File: config.mk
export PLATFORM = sky130hd
export DESIGN_NAME = uart_tx_feeder
export DESIGN_NICKNAME = d
export VERILOG_FILES = /design/src/rtl/uart_pkg.sv /design/src/rtl/uart_tx_feeder.sv
export SDC_FILE = /design/constraint.sdc
export NUM_CORES = 1
export LEC_CHECK = 0
export CAP_MARGIN = 15
export CORE_MARGIN = 2
export CORE_UTILIZATION = 37
export DETAILED_ROUTE_END_ITERATION = 12
export PLACE_DENSITY_LB_ADDON = 0.08
export RECOVER_POWER = 100
export SKIP_LAST_GASP = 1
export SLEW_MARGIN = 20
export SYNTH_ARGS = -nofsm -noshare
export SYNTH_HDL_FRONTEND = slang
export SYNTH_SLANG_ARGS = --single-unit
File: constraint.sdc
create_clock -name clk -period 1.7 [get_ports clk]
set_input_delay 0.255 -clock clk [delete_from_list [all_inputs] [get_ports clk]]
set_output_delay 0.255 -clock clk [all_outputs]
set_load 0.005 [all_outputs]
File: src/rtl/uart_pkg.sv
// uart_pkg: shared definitions for the uart peripheral register map and
// for blocks that master its register interface.
//   - register addresses (UART_CR, UART_TX_RX, UART_DFR, UART_IRQ_M, UART_IRQ_V)
//   - uart_cr_v: field layout of the UART_CR read word
//   - UART_CR_TX_FULL_BIT: bit index of tx_full inside UART_CR
//   - uart_tx_feeder_st_e: state encoding of uart_tx_feeder
package uart_pkg;

    localparam logic [4:0] UART_CR    = 5'h00;
    localparam logic [4:0] UART_TX_RX = 5'h04;
    localparam logic [4:0] UART_DFR   = 5'h08;
    localparam logic [4:0] UART_IRQ_M = 5'h0C;
    localparam logic [4:0] UART_IRQ_V = 5'h10;

    // UART_CR read word. Writes only use the low byte (enables and FIFO levels);
    // the status flags are read-only.
    typedef struct packed {
        logic [23:0] rsvd;
        logic        rx_full;
        logic        tx_full;
        logic        rx_empty;
        logic        tx_empty;
        logic [1:0]  fifo_lvl;
        logic        rx_en;
        logic        tr_en;
    } uart_cr_v;

    localparam int UART_CR_TX_FULL_BIT = 6;

    typedef enum logic [2:0] {
        ST_IDLE    = 3'd0,
        ST_CFG_DFR = 3'd1,
        ST_CFG_CR  = 3'd2,
        ST_POLL    = 3'd3,
        ST_SEND    = 3'd4
    } uart_tx_feeder_st_e;

endpackage

File: src/rtl/uart_tx_feeder.sv
// uart_tx_feeder: hardware master for the uart register interface.
// On cfg_start it writes the divider (UART_DFR) and control (UART_CR)
// registers, then repeatedly polls UART_CR.tx_full and, when there is room,
// moves one byte from the valid/ready stream into UART_TX_RX.
//
// Ports:
//   clk, rstn          clock; synchronous active-high reset (rstn=1 resets)
//   cfg_start/cfg_stop one-cycle command pulses
//   cfg_dfr[15:0]      divider value, captured when cfg_start is accepted
//   busy               high whenever the FSM is not idle
//   s_valid/s_data/s_ready  byte stream; a byte transfers when s_valid && s_ready
//   addr/re/we/wd/rd   uart register bus; rd is combinational for the current addr
//   tx_cnt[CNT_W-1:0]  bytes written to UART_TX_RX since the last start (wraps)
//
// Stream handshake: s_ready is high in every SEND cycle regardless of s_valid;
// a byte is consumed exactly in a cycle where both are high, and in that same
// cycle it is written to UART_TX_RX.
module uart_tx_feeder
    import uart_pkg::*;
#(
    parameter logic [7:0] CR_INIT     = 8'h01,
    parameter int         TX_FULL_BIT = UART_CR_TX_FULL_BIT,
    parameter int         CNT_W       = 16
) (
    input  logic             clk,
    input  logic             rstn,
    input  logic             cfg_start,
    input  logic             cfg_stop,
    input  logic [15:0]      cfg_dfr,
    output logic             busy,
    input  logic             s_valid,
    input  logic [7:0]       s_data,
    output logic             s_ready,
    output logic [4:0]       addr,
    output logic             re,
    output logic             we,
    output logic [31:0]      wd,
    input  logic [31:0]      rd,
    output logic [CNT_W-1:0] tx_cnt
);

    uart_tx_feeder_st_e state_q, state_d;
    logic [15:0]        dfr_q, dfr_d;
    logic [CNT_W-1:0]   tx_cnt_q, tx_cnt_d;

    // Only tx_full is consumed from the status word.
    logic unused_rd;
    assign unused_rd = ^rd;

    // Next-state and register updates.
    always_comb begin
        state_d  = state_q;
        dfr_d    = dfr_q;
        tx_cnt_d = tx_cnt_q;
        case (state_q)
            ST_IDLE: begin
                // start wins over a simultaneous stop
                if (cfg_start) begin
                    dfr_d    = cfg_dfr;
                    tx_cnt_d = '0;
                    state_d  = ST_CFG_DFR;
                end
            end
            ST_CFG_DFR: state_d = cfg_stop ? ST_IDLE : ST_CFG_CR;
            ST_CFG_CR:  state_d = cfg_stop ? ST_IDLE : ST_POLL;
            ST_POLL: begin
                if (cfg_stop) begin
                    state_d = ST_IDLE;
                end else if (!rd[TX_FULL_BIT]) begin
                    state_d = ST_SEND;
                end
            end
            ST_SEND: begin
                // tx_full lags a FIFO write by one cycle, so every write is
                // followed by a fresh poll.
                if (s_valid) begin
                    tx_cnt_d = tx_cnt_q + CNT_W'(1);
                    state_d  = ST_POLL;
                end
                if (cfg_stop) begin
                    state_d = ST_IDLE;
                end
            end
            default: state_d = ST_IDLE;
        endcase
    end

    // Bus and stream outputs decoded from state. Held idle during the reset
    // cycle so that a reset landing in SEND cannot issue a write.
    always_comb begin
        addr    = 5'h00;
        re      = 1'b0;
        we      = 1'b0;
        wd      = 32'h0;
        s_ready = 1'b0;
        if (!rstn) begin
            case (state_q)
                ST_CFG_DFR: begin
                    we   = 1'b1;
                    addr = UART_DFR;
                    wd   = {16'h0, dfr_q};
                end
                ST_CFG_CR: begin
                    we   = 1'b1;
                    addr = UART_CR;
                    wd   = {24'h0, CR_INIT};
                end
                ST_POLL: begin
                    re   = 1'b1;
                    addr = UART_CR;
                end
                ST_SEND: begin
                    // Only this block fills the TX FIFO, so waiting here for
                    // s_valid cannot let the FIFO become full behind our back.
                    s_ready = 1'b1;
                    if (s_valid) begin
                        we   = 1'b1;
                        addr = UART_TX_RX;
                        wd   = {24'h0, s_data};
                    end
                end
                default: ;
            endcase
        end
    end

    assign busy   = (state_q != ST_IDLE);
    assign tx_cnt = tx_cnt_q;

    always_ff @(posedge clk) begin
        if (rstn) begin
            state_q  <= ST_IDLE;
            dfr_q    <= '0;
            tx_cnt_q <= '0;
        end else begin
            state_q  <= state_d;
            dfr_q    <= dfr_d;
            tx_cnt_q <= tx_cnt_d;
        end
    end

endmodule

==> results of run 1 <==
[worst register-to-register path, cell delays in order (launching register included)]
cell and delay, ps:
sky130_fd_sc_hd__dfxtp_4 370, sky130_fd_sc_hd__buf_6 120, sky130_fd_sc_hd__and4bb_2 330, sky130_fd_sc_hd__buf_8 150
sky130_fd_sc_hd__buf_8 150, sky130_fd_sc_hd__o2111ai_4 150, sky130_fd_sc_hd__or3_1 370, sky130_fd_sc_hd__a21oi_1 150
[timing repair]
item | 4_1_cts | 5_1_grt
buffers inserted | 23 | 3
resized for setup | 145 | 29
endpoints found under the setup margin | 51 | 34
gates cloned | 1 | 0
pin swaps | 23 | 22
[layout make-up]
type	instances	area share, %
Sequential cell	35	21.1
Timing Repair Buffer	124	34.4
Multi-Input combinational cell	199	39.1
Inverter	4	0.446
Clock inverter	1	0.149
Clock buffer	7	2.27
Tap cell	70	2.60
[through the flow]
stage,cells,hold slack (ps),utilization [%]
detailed placement,409,445,55.8
global placement,409,437,55.8
finish,440,456,66.4
CTS,441,460,64.7
floorplan,270,333,-
global route,440,480,66.4
[placed cells by master, fill, tap and decap left out, types with 4 or more instances in the layout]
cell                               n
sky130_fd_sc_hd__clkdlybuf4s50_1  43
sky130_fd_sc_hd__nand2_1          42
sky130_fd_sc_hd__dfxtp_1          32
sky130_fd_sc_hd__buf_6            31
sky130_fd_sc_hd__buf_4            30
sky130_fd_sc_hd__nor2_1           24
sky130_fd_sc_hd__a21oi_1          21
sky130_fd_sc_hd__conb_1           19
sky130_fd_sc_hd__buf_2            11
sky130_fd_sc_hd__o21ai_0           8
sky130_fd_sc_hd__and2_4            7
sky130_fd_sc_hd__a22oi_2           7
sky130_fd_sc_hd__or3_1             5
sky130_fd_sc_hd__a21oi_2           5
sky130_fd_sc_hd__o211ai_1          5
sky130_fd_sc_hd__xor2_1            5
sky130_fd_sc_hd__clkbuf_8          5
sky130_fd_sc_hd__dlygate4sd2_1     5
sky130_fd_sc_hd__inv_1             4
[worst paths after layout]
path                                  from         to  slack (ps)
worst max-delay path            state_q[2]     wd[12]        -150
worst min-delay path              dfr_q[8]   dfr_q[8]         460
worst max register to register  state_q[0]  tx_cnt[9]        -140
worst min register to register    dfr_q[8]   dfr_q[8]         460
[registers in the layout, summed over array words and instances (netlist names)]
name and flops:
state_q 3, dfr_q 16, tx_cnt 16
[kinds of logic (layout without fill, tap and decap cells)]
family | after synthesis | after routing | synth area share (%)
flip-flops | 35 | 35 | 36.1
XOR/XNOR | 6 | 6 | 2.70
buffers and inverters | 36 | 136 | 11.3
AND/OR/NAND/NOR | 112 | 112 | 29.1
adder cells (fa/ha/maj) | 1 | 1 | 0.644
other | 1 | 19 | 0.193
AO/OA/AOI/OAI | 61 | 61 | 20.0
[power groups by stage]
stage	clock network [mW]	registers, mW	logic (mW)
after global routing	0.644	0.883	0.558
after detailed placement	0	0.894	0.377
after global placement	0	0.893	0.374
final	0.593	0.879	0.515
after floorplan	0	0.889	0.211
after CTS	0.603	0.878	0.477
[routing by layer]
| metal | up-vias | wire length, microns | share of wire (%) | track usage (%) |
|---|---|---|---|---|
| met5 | - | 0 | 0 | 0 |
| met4 | 0 | 51 | 0.89 | 5.27 |
| met3 | 7 | 283 | 4.9 | 4.50 |
| met2 | 57 | 2890 | 50 | 34.6 |
| met1 | 985 | 2500 | 44 | 23.7 |
| li1 | 1061 | - | - | - |
==> results list, run 1 <==
- Result of the run: finished, violations left
- The final reports fail on setup timing.
- For this run, the slowest stage of the critical path takes between 300 and 400 ps.
- Number of synthesis warnings: 0
* Cell type with the highest occurrence count on the critical path: sky130_fd_sc_hd__buf_6
* Number of hold-repair buffers added at the cts stage: 0
- Counting both buffers and inverters, the worst setup path holds a total of 5.
* GR Overflow Total: 0
- The cell count after synthesis came out at 252.
- Yosys attributes the largest share of cell area to sky130_fd_sc_hd__dfxtp_1, sky130_fd_sc_hd__buf_4, sky130_fd_sc_hd__nand2_1.
* Max-slew violation count: 0
- Via total after detailed routing: approximately 2100
- The most used flip-flop cell after synthesis is sky130_fd_sc_hd__dfxtp_1.
- Entering global routing, the biggest net connects 16 pins.
- Startpoint class of the critical path: flip-flop
- Max clock buf depth: 2
- Vias/cell: 4.80
- Routed length per placed instance: 13.0 microns
- Of the total power, combinational logic draws 25.9%.
- Sequential cell area: 709 sq um
* Min-Delay Path Depth: 2
* Die area: 0.00585 sq mm
* Required time of the critical path: around 1400 ps
- Final-report setup violation count: 21
- The initial antenna violation count is 0.
- Internal power: approximately 1.4 mW
- Achievable frequency: 540 MHz
- The layout has 441 filler cells.
* Overall power after layout: slightly below 2 mW
* Fraction of power spent switching nets: 28.6%
- Of all flip-flops after synthesis, the portion carrying an async set or reset was 0%.
- Flip-flop and latch count after synthesis: 35
* Routability-driven placement congestion ratio: 0.812
- Setup repair after global routing could not meet its margin everywhere.
- Summed over all cells, the static leakage comes to 1.35 nW.
- Total cell area at the placement stage: 0.00283 sq mm
- Most frequent cells after synthesis: sky130_fd_sc_hd__nand2_1, sky130_fd_sc_hd__dfxtp_1, sky130_fd_sc_hd__nor2_1
- Die extent in x: 76.5 microns
* Max FO, Critical Path: 3
* Number of antenna diodes: 0
- CTS tree: done
- The net count of the finished layout is 431.
- Minimum clock period after layout: approximately 1900 ps
- The cell sitting at the root of the clock tree is a sky130_fd_sc_hd__clkbuf_8.
- Final cycle utilization of the critical path: 109%
- Final hold vios: 0
* Fraction of post-synthesis cell area in the top cell type by area: 36.1%
- The clock net in this run drives a total of 35 sinks.
* Arrival @ worst endpoint: 1600 ps
* Number of I/O pins: 118
- Port Buffer Count: between 60 and 70
* Starting DRC count in detailed routing: 57
- Path category of the worst min-delay check: flip-flop to flip-flop
- After floorplanning, the core was sized to cover 0.00507 sq mm.
* Count of nets left with antenna violations after detail routing: 0
* CP Capture Type: output port
* Clock latency at the later pin of the worst-skew pair: 290 ps
* Post-Route Setup TNS: -1790 ps
- Starting utilization of the core area: a little under two fifths
- From synthesis to final layout, the design area changed by 73.3%.
- CTS clock-pin slew for the worst setup and hold paths: 70 ps
- Summing all multi-input logic gate instances after layout gives 0.00132 sq mm.
- Dividing the synthesized area by the synthesized cell count gives 7.71 sq um.
- Drc violations: 0
- CP Depth: 8
- Total track usage: 19.5%
* Peak supply drop: about 0.46 mV
* Clock H-tree levels: 2
- Walking the worst path, the cells encountered are nand2b_4 > buf_6 > nor3_4 > buf_6 > buf_6 > buf_6 > and2_4 > buf_6.
* Seq/Total Area, Yosys: 36.1%
- The floorplan step set the die height to approximately 76 microns.
- The critical path is of the flip-flop to output port type.
- Max-cap violations in this run came to 0.
- Number of enable-type register cells in the synthesized netlist: 0
- Of all cell types, the one taking the most synthesized area is sky130_fd_sc_hd__dfxtp_1.
- Wires add up to around 5700 microns.
- Kind of cell adding the most delay to the critical path: buffers and inverters
* Detailed Place HPWL: around 3700 microns
- Before antenna repair, the detailed router went through 4 iterations.
- The synthesized netlist occupies a cell area of 0.00194 sq mm.
* Power density of the placed cells: 590 mW/mm^2
* Clock share of power: a little under 30%
- Summed over all nets, the switching power comes to 0.569 mW.
- After layout, the worst setup slack is -151 ps.
- Count leader, synth: sky130_fd_sc_hd__nand2_1
- The worst register-to-register path has a depth of 7.
* Summed area of non-filler cells in the final layout: 0.00337 sq mm
- Power share of the sequential group: between 40 and 50%
- Worst-path cell with the longest stage delay: sky130_fd_sc_hd__dfxtp_2
* Vias in the first global route: 2118
* CTS buffer count: 5
* Share of final-layout standard cells stronger than drive strength 1: 35.4%
* Worst Clk Skew: 10.6 ps
- Synthesis instantiated 44 different standard cells from the library.
- The first global-routing pass estimated 9510 microns of wire.
- Prior to clock tree synthesis, the placed netlist has a worst setup slack of -437 ps.
- Row generation in the floorplan step produced 26 rows.
No activity file was read; power rests on OpenSTA's default activity.
==> run 2: changes to the inputs <==
--- a/config.mk
+++ b/config.mk
@@ -5,9 +5,10 @@
 export SDC_FILE = /design/constraint.sdc
 export NUM_CORES = 1
 export LEC_CHECK = 0
-export CAP_MARGIN = 15
+export CAP_MARGIN = 20
 export CORE_MARGIN = 2
-export CORE_UTILIZATION = 37
+export CORE_UTILIZATION = 38
+export CTS_BUF_LIST = sky130_fd_sc_hd__clkbuf_4
 export DETAILED_ROUTE_END_ITERATION = 12
 export PLACE_DENSITY_LB_ADDON = 0.08
 export RECOVER_POWER = 100
==> run 2 against run 1 <==
The run still ends with setup timing left. Count of clock-buffer cells in the layout decreased by 2. Critical endpoint is now wd[1]. Global-route usage decreased by 0.057 points. Cell count decreased by 0.68%. Flip-flop and latch count unchanged. Fmax decreased by 1.2%. Critical path type unchanged. Register-to-register slack improved by 50 ps.
==> results list, run 2 (synthesis results as in run 1) <==
* Arrival @ worst endpoint: 1620 ps
* First-pass iteration count of the detailed router: 4
- In the layout the commonest cells are sky130_fd_sc_hd__clkdlybuf4s50_1, sky130_fd_sc_hd__nand2_1, sky130_fd_sc_hd__buf_4.
- Routed length per placed instance: 13.1 microns
* Maximum number of pins on one net before global-route repair: 17
* Reported leakage power: 1.32 nW
- Startpoint of the lowest-slack register-to-register path: state_q[1]
- Clock Tree Root: sky130_fd_sc_hd__clkbuf_4
- After filler insertion, the fill cell instance count of the layout stands at 450.
- Number of hold-repair buffers added at the cts stage: 0
- Among the stages of the critical path, the cell type that occurs most often is sky130_fd_sc_hd__buf_6.
- Height of the die: around 76 microns
- Result of the run: finished, violations left
* CTS clock-pin slew for the worst setup and hold paths: 110 ps
- Type of the worst setup path: flip-flop to output port
- CTS buffer count: 5
- The clock reaches the later pin of the worst-skew pair after 330 ps.
- In this run the deepest clock path goes through 2 buffers.
- Worst-path cell with the longest stage delay: sky130_fd_sc_hd__dfxtp_4
- The worst path uses 110% of the clock period.
* Drc violations: 0
- Starting utilization of the core area: 38.8%
- Setup repair after global routing could not meet its margin everywhere.
- Global-route wire length before repair: 8580 microns
- The library cell used most frequently in the layout, excluding fill and tap cells, is sky130_fd_sc_hd__clkdlybuf4s50_1.
- Total track usage: about 20%
- Die extent in x: 75.5 microns
- CP Capture Type: output port
- Summing all non-filler instances in the final layout gives an area of between 0.003 and 0.004 sq mm.
* Violations in the final reports: setup timing
- TritonCTS built the clock tree.
- In this run the remaining antenna-violating nets after routing total 0.
- The total overflow left after global routing is 0.
- Routability-driven placement congestion ratio: 0.848
* Total cell area at the placement stage: roughly 0.0028 sq mm
- Together, buffers and inverters on the worst path number 3.
* Power density of the placed cells: 595 mW/mm^2
- Initial antenna violation count: 0
- Starting DRC count in detailed routing: approximately 110
- The path with the worst hold slack has its endpoint at dfr_q[2].
- Endpoint of the lowest-slack register-to-register path: tx_cnt[14]
- During placement, the flow inserted port buffers numbering 67.
* Min-Delay Path Depth: 3
* Area of the core: 0.00501 sq mm
- Ordered list of cells on the worst path: nand2b_4 > buf_6 > a21oi_2 > o21bai_1 > buf_6 > nor2_4 > buf_2
- In this design, the largest share of critical-path delay is due to buffers and inverters.
- Using the TritonRoute via totals, the vias-per-cell ratio works out to 4.85.
- The floorplan has 26 rows.
* Minimum clock period after layout: 1870 ps
- Setup violations remaining at the end of the flow were counted as 21.
- Timing would allow up to roughly 530 MHz.
* CP startpoint: state_q[2]
* Worst setup slack for register-to-register paths: -90 ps
* Number of I/O pins: 118
- Once detailed placement completed, the half-perimeter wirelength came to 3620 microns.
* Number of antenna diodes: 0
- The total count of max-transition violations in the final report is 0.
* Share of final-layout standard cells stronger than drive strength 1: 37.9%
* Die area: around 0.0057 sq mm
- The worst hold path begins at cfg_dfr[2].
- Total wire length after detailed routing: 5740 microns
- Via total after detailed routing: 2118
- The largest single stage delay on the critical path is 390 ps.
- Worst hold slack: 453 ps
- The number of hold-slack violations in the final timing report came to 0.
- For the worst flop-to-flop path, the logic depth is 7.
- Before CTS, the worst setup slack after placement is -470 ps.
- The H-tree was split into 2 levels.
- Worst Clk Skew: 5.70 ps
- Compared with the post-synthesis result, the final layout area differs by 71.1%.
- Of all nets on the critical path, the largest fanout is 8.
- VDD sags by at most 0.346 mV.
- At the end of the flow, the number of nets in the layout was 428.
- The min-delay analysis places its worst path in the category input pin to flip-flop.
- Startpoint class of the critical path: flip-flop
* Vias in the first global route: 1921
- STA puts the critical path data required time at 1440 ps.
* Number of maximum-capacitance violations: 0
* Final worst-path setup slack: -173 ps
- CTS sink cnt: 35
run 2: cell types whose count changed in the layout (fill, tap and decap cells not counted), sizes merged:
| cell | previous run | this run |
|---|---|---|
| bufinv | 0 | 1 |
| clkbuf | 8 | 6 |
| clkdlybuf4s50 | 43 | 44 |
| clkinv | 1 | 2 |
| dlygate4sd2 | 5 | 1 |
run 2: timing repair:
action                     in CTS  in global routing
cloned                          1                  0
gates resized for setup       144                 39
buffers inserted               14                 10
hold endpoints to repair        0                  0
setup endpoints to repair      50                 47
pin swaps                      27                 20
run 2: layer usage:
metal	vias to the layer above	wire (microns)	GRT usage (%)	share of wire, %
li1	1058	-	-	-
met1	988	2420	23.9	42
met2	64	2920	33.2	51
met3	8	321	5.29	5.6
met4	0	83	6.04	1.4
met5	-	0	0	0
run 2: power breakdown:
group | total, mW | switching, mW | internal, mW
Sequential | 0.879 | 0.0263 | 0.853
Clock | 0.599 | 0.296 | 0.303
Combinational | 0.499 | 0.239 | 0.260
Total | 1.98 | 0.561 | 1.42
run 2: final cells by class:
type,instances,area [sq um],share of cell area (%)
Multi-Input combinational cell,199,1330,40.0
Timing Repair Buffer,121,1100,33.2
Sequential cell,35,712,21.4
Tap cell,70,87.6,2.63
Clock inverter,3,38.8,1.17
Clock buffer,5,37.5,1.13
Inverter,4,15.0,0.452
run 2: worst max path at each step:
stage                       endpoint  slack, ps  depth (start not counted)
after floorplan           tx_cnt[14]        120                          4
after global placement         wd[1]       -460                          5
after detailed placement  tx_cnt[13]       -470                          6
after CTS                     wd[11]       -190                          7
after global routing           wd[1]       -250                          7
final                          wd[1]       -170                          7
run 2: worst register-to-register path, stage by stage, from the launching register on:
cell	delay, ps
sky130_fd_sc_hd__dfxtp_4	380
sky130_fd_sc_hd__buf_6	130
sky130_fd_sc_hd__and4bb_4	330
sky130_fd_sc_hd__buf_8	130
sky130_fd_sc_hd__buf_6	100
sky130_fd_sc_hd__o21ai_4	50
sky130_fd_sc_hd__or4_4	490
sky130_fd_sc_hd__a21oi_2	130
run 2: stage by stage:
| step | setup TNS [ps] | utilization [%] | instances | total power, mW |
|---|---|---|---|---|
| floorplan | 0 | - | 270 | 1.10 |
| global route | -4280 | 66.4 | 437 | 2.07 |
| CTS | -2520 | 61.7 | 428 | 1.92 |
| global placement | -14490 | 55.8 | 406 | 1.26 |
| detailed placement | -15310 | 55.8 | 406 | 1.26 |
| finish | -2190 | 66.4 | 437 | 1.98 |
==> run 3: changes to the inputs <==
--- a/config.mk
+++ b/config.mk
@@ -6,7 +6,6 @@
 export NUM_CORES = 1
 export LEC_CHECK = 0
 export CAP_MARGIN = 20
-export CORE_MARGIN = 2
 export CORE_UTILIZATION = 38
 export CTS_BUF_LIST = sky130_fd_sc_hd__clkbuf_4
 export DETAILED_ROUTE_END_ITERATION = 12
==> run 3 against run 2 <==
The run still ends with setup timing left. Setup slack got worse by 51 ps. Die area fell by 5.2%. Wire length fell by 5.4%. Sequential power barely moved. Combinational power fell by 3%. Critical endpoint is now wd[10]. Highest routed layer unchanged.
==> results list, run 3 (synthesis results as in run 1) <==
- Fraction of power spent switching nets: between 20% and 30%
- Max-cap violations in this run came to 0.
* CTS clock-pin slew for the worst setup and hold paths: 110 ps
* Total number of placement rows: 25
- The core region is roughly 0.0048 sq mm.
- The share of total power dissipated in combinational logic is 27.0%.
- Most common cell after layout, fill and taps aside: sky130_fd_sc_hd__nand2_1
- Power share of the sequential group: 49.1%
* CTS sink cnt: 35
- Post-Route Setup TNS: -3600 ps
- The path class of the tightest hold or removal check is input pin to flip-flop.
- After clock tree synthesis, the flow added hold-fix buffers numbering 0.
* Height of the die: roughly 74 microns
- Worst hold slack: 457 ps
- Final hold vios: 0
- Final cycle utilization of the critical path: 113%
- CTS buffer count: 5
- The die is 73.5 microns wide.
- Switching power summed over all nets: around 0.53 mW
- Before CTS, the worst setup slack after placement is -430 ps.
* Max clock buf depth: 2
* Max FO, Critical Path: 5
- 0 antenna diodes ended up in the layout.
- The initial antenna violation count is 0.
- Final-report setup violation count: 27
- Count of nets left with antenna violations after detail routing: 0
- Starting utilization of the core area: 40.3%
- Port Buffer Count: 67
* Power density of the placed cells: 571 mW/mm^2
- In this run, the clock network consumes a little under a quarter of the power.
- The routed design has approximately 5400 microns of wire.
- Compared with the post-synthesis result, the final layout area differs by 61.2%.
* Detailed Place HPWL: 3480 microns
- Dividing the detail-routed via count by the number of cells gives 4.86.
- Achievable frequency: between 500 and 600 MHz
* Minimum clock period after layout: 1920 ps
- Final worst-path setup slack: -224 ps
- Clock H-tree levels: 2
* Global-route wire length before repair: ~8300 microns
* Via total after detailed routing: 2070
- Entering global routing, the biggest net connects 22 pins.
* Overall power after layout: ~1.8 mW
- STA puts the critical path data required time at 1440 ps.
- The tree is rooted in a sky130_fd_sc_hd__clkbuf_4.
- Number of nets at the end of the flow: 422
- Peak supply drop: roughly 0.33 mV
- STA classifies the critical path startpoint as a flip-flop.
* Arrival @ worst endpoint: 1670 ps
- For this design the static power due to leakage is roughly 1.3 nW.
- Die area: 0.00540 sq mm
- STA classifies the critical path endpoint as an output port.
- The setup path with the least slack is of type flip-flop to output port.
- The via count of the first global-routing pass came to roughly 1900.
- Internal power: 1.26 mW
- Number of I/O pins: 118
- Highest-count cells in the layout ignoring fill and taps: sky130_fd_sc_hd__nand2_1, sky130_fd_sc_hd__clkdlybuf4s50_1, sky130_fd_sc_hd__dfxtp_1
- Max-slew violation count: 0
* Clock latency at the later pin of the worst-skew pair: roughly 340 ps
- Worst Clk Skew: 7.31 ps
- The post-route netlist has 32.0% of its cells at a drive strength greater than 1.
- Routed length per placed instance: 12.8 microns
* Routability-driven placement congestion ratio: 0.816
* Violations in the final reports: setup timing
- TritonCTS built the clock tree.
- Once layout is complete, the utilization of the core stands at 65.0%.
* Unrepaired setup endpoints after global routing: true
- For this block, the initial DRC count from the detailed router was 117.
- GR Overflow Total: 0
* Drc violations: 0
- Result of the run: finished, violations left
* First-pass iteration count of the detailed router: 4
* Total track usage: 19.9%
-- run 3: cell types whose count changed in the layout (fill, tap and decap cells not counted), sizes merged --
| cell | change |
|---|---|
| buf | -13 |
| clkdlybuf4s50 | -11 |
| clkbuf | +7 |
| dlygate4sd3 | +11 |
| clkinvlp | +1 |
| bufinv | -1 |
| clkinv | -2 |
-- run 3: critical path, cell delays in order, from the launching register on --
cell                       delay [ps]
sky130_fd_sc_hd__dfxtp_4          380
sky130_fd_sc_hd__nand2b_4         150
sky130_fd_sc_hd__buf_6            120
sky130_fd_sc_hd__nor3_4           150
sky130_fd_sc_hd__buf_6            130
sky130_fd_sc_hd__buf_6            100
sky130_fd_sc_hd__buf_6             90
sky130_fd_sc_hd__and2_4           130
sky130_fd_sc_hd__buf_6             80
-- run 3: worst paths after layout --
path / cells after the start / slack, ps / end / startpoint
hold / removal: 3 / 460 / dfr_q[10] / cfg_dfr[10]
setup reg to reg: 7 / -120 / tx_cnt[11] / state_q[2]
hold reg to reg: 2 / 460 / dfr_q[15] / dfr_q[15]
setup / recovery: 8 / -220 / wd[10] / state_q[2]
-- run 3: through the flow --
step / instance area, sq um / instances
6_report: 3130 / 426
5_1_grt: 3130 / 426
4_1_cts: 3050 / 424
3_5_place_dp: 2810 / 402
3_3_place_gp: 2810 / 402
2_1_floorplan: 2010 / 270
-- run 3: what timing repair did --
item	CTS	global route
pin swaps	21	17
endpoints found under the setup margin	36	32
setup buffers	15	3
resized for setup	124	36
cloned	2	0
-- run 3: final cells by class --
cell class	count	area (sq um)
timing repair buffer	115	1060
clock inverter	1	7.51
sequential	35	709
multi-input combinational	199	1210
tap	67	83.8
inverter	4	15.0
fill	448	1690
clock buffer	5	37.5
-- run 3: power groups by stage --
stage / Clock, mW / Combinational [mW] / Sequential, mW
after global placement: 0 / 0.371 / 0.894
after CTS: 0.439 / 0.464 / 0.877
after floorplan: 0 / 0.211 / 0.889
after global routing: 0.478 / 0.524 / 0.885
final: 0.427 / 0.483 / 0.879
after detailed placement: 0 / 0.374 / 0.894
-- run 3: metal layers --
| layer | wire length, microns | track usage (%) | part of all wire (%) | up-vias |
|---|---|---|---|---|
| met3 | 341 | 5.35 | 6.3 | 13 |
| li1 | - | - | - | 1048 |
| met1 | 2390 | 26.3 | 44 | 938 |
| met5 | 0 | 0 | 0 | - |
| met2 | 2600 | 30.8 | 48 | 71 |
| met4 | 103 | 7.91 | 1.9 | 0 |
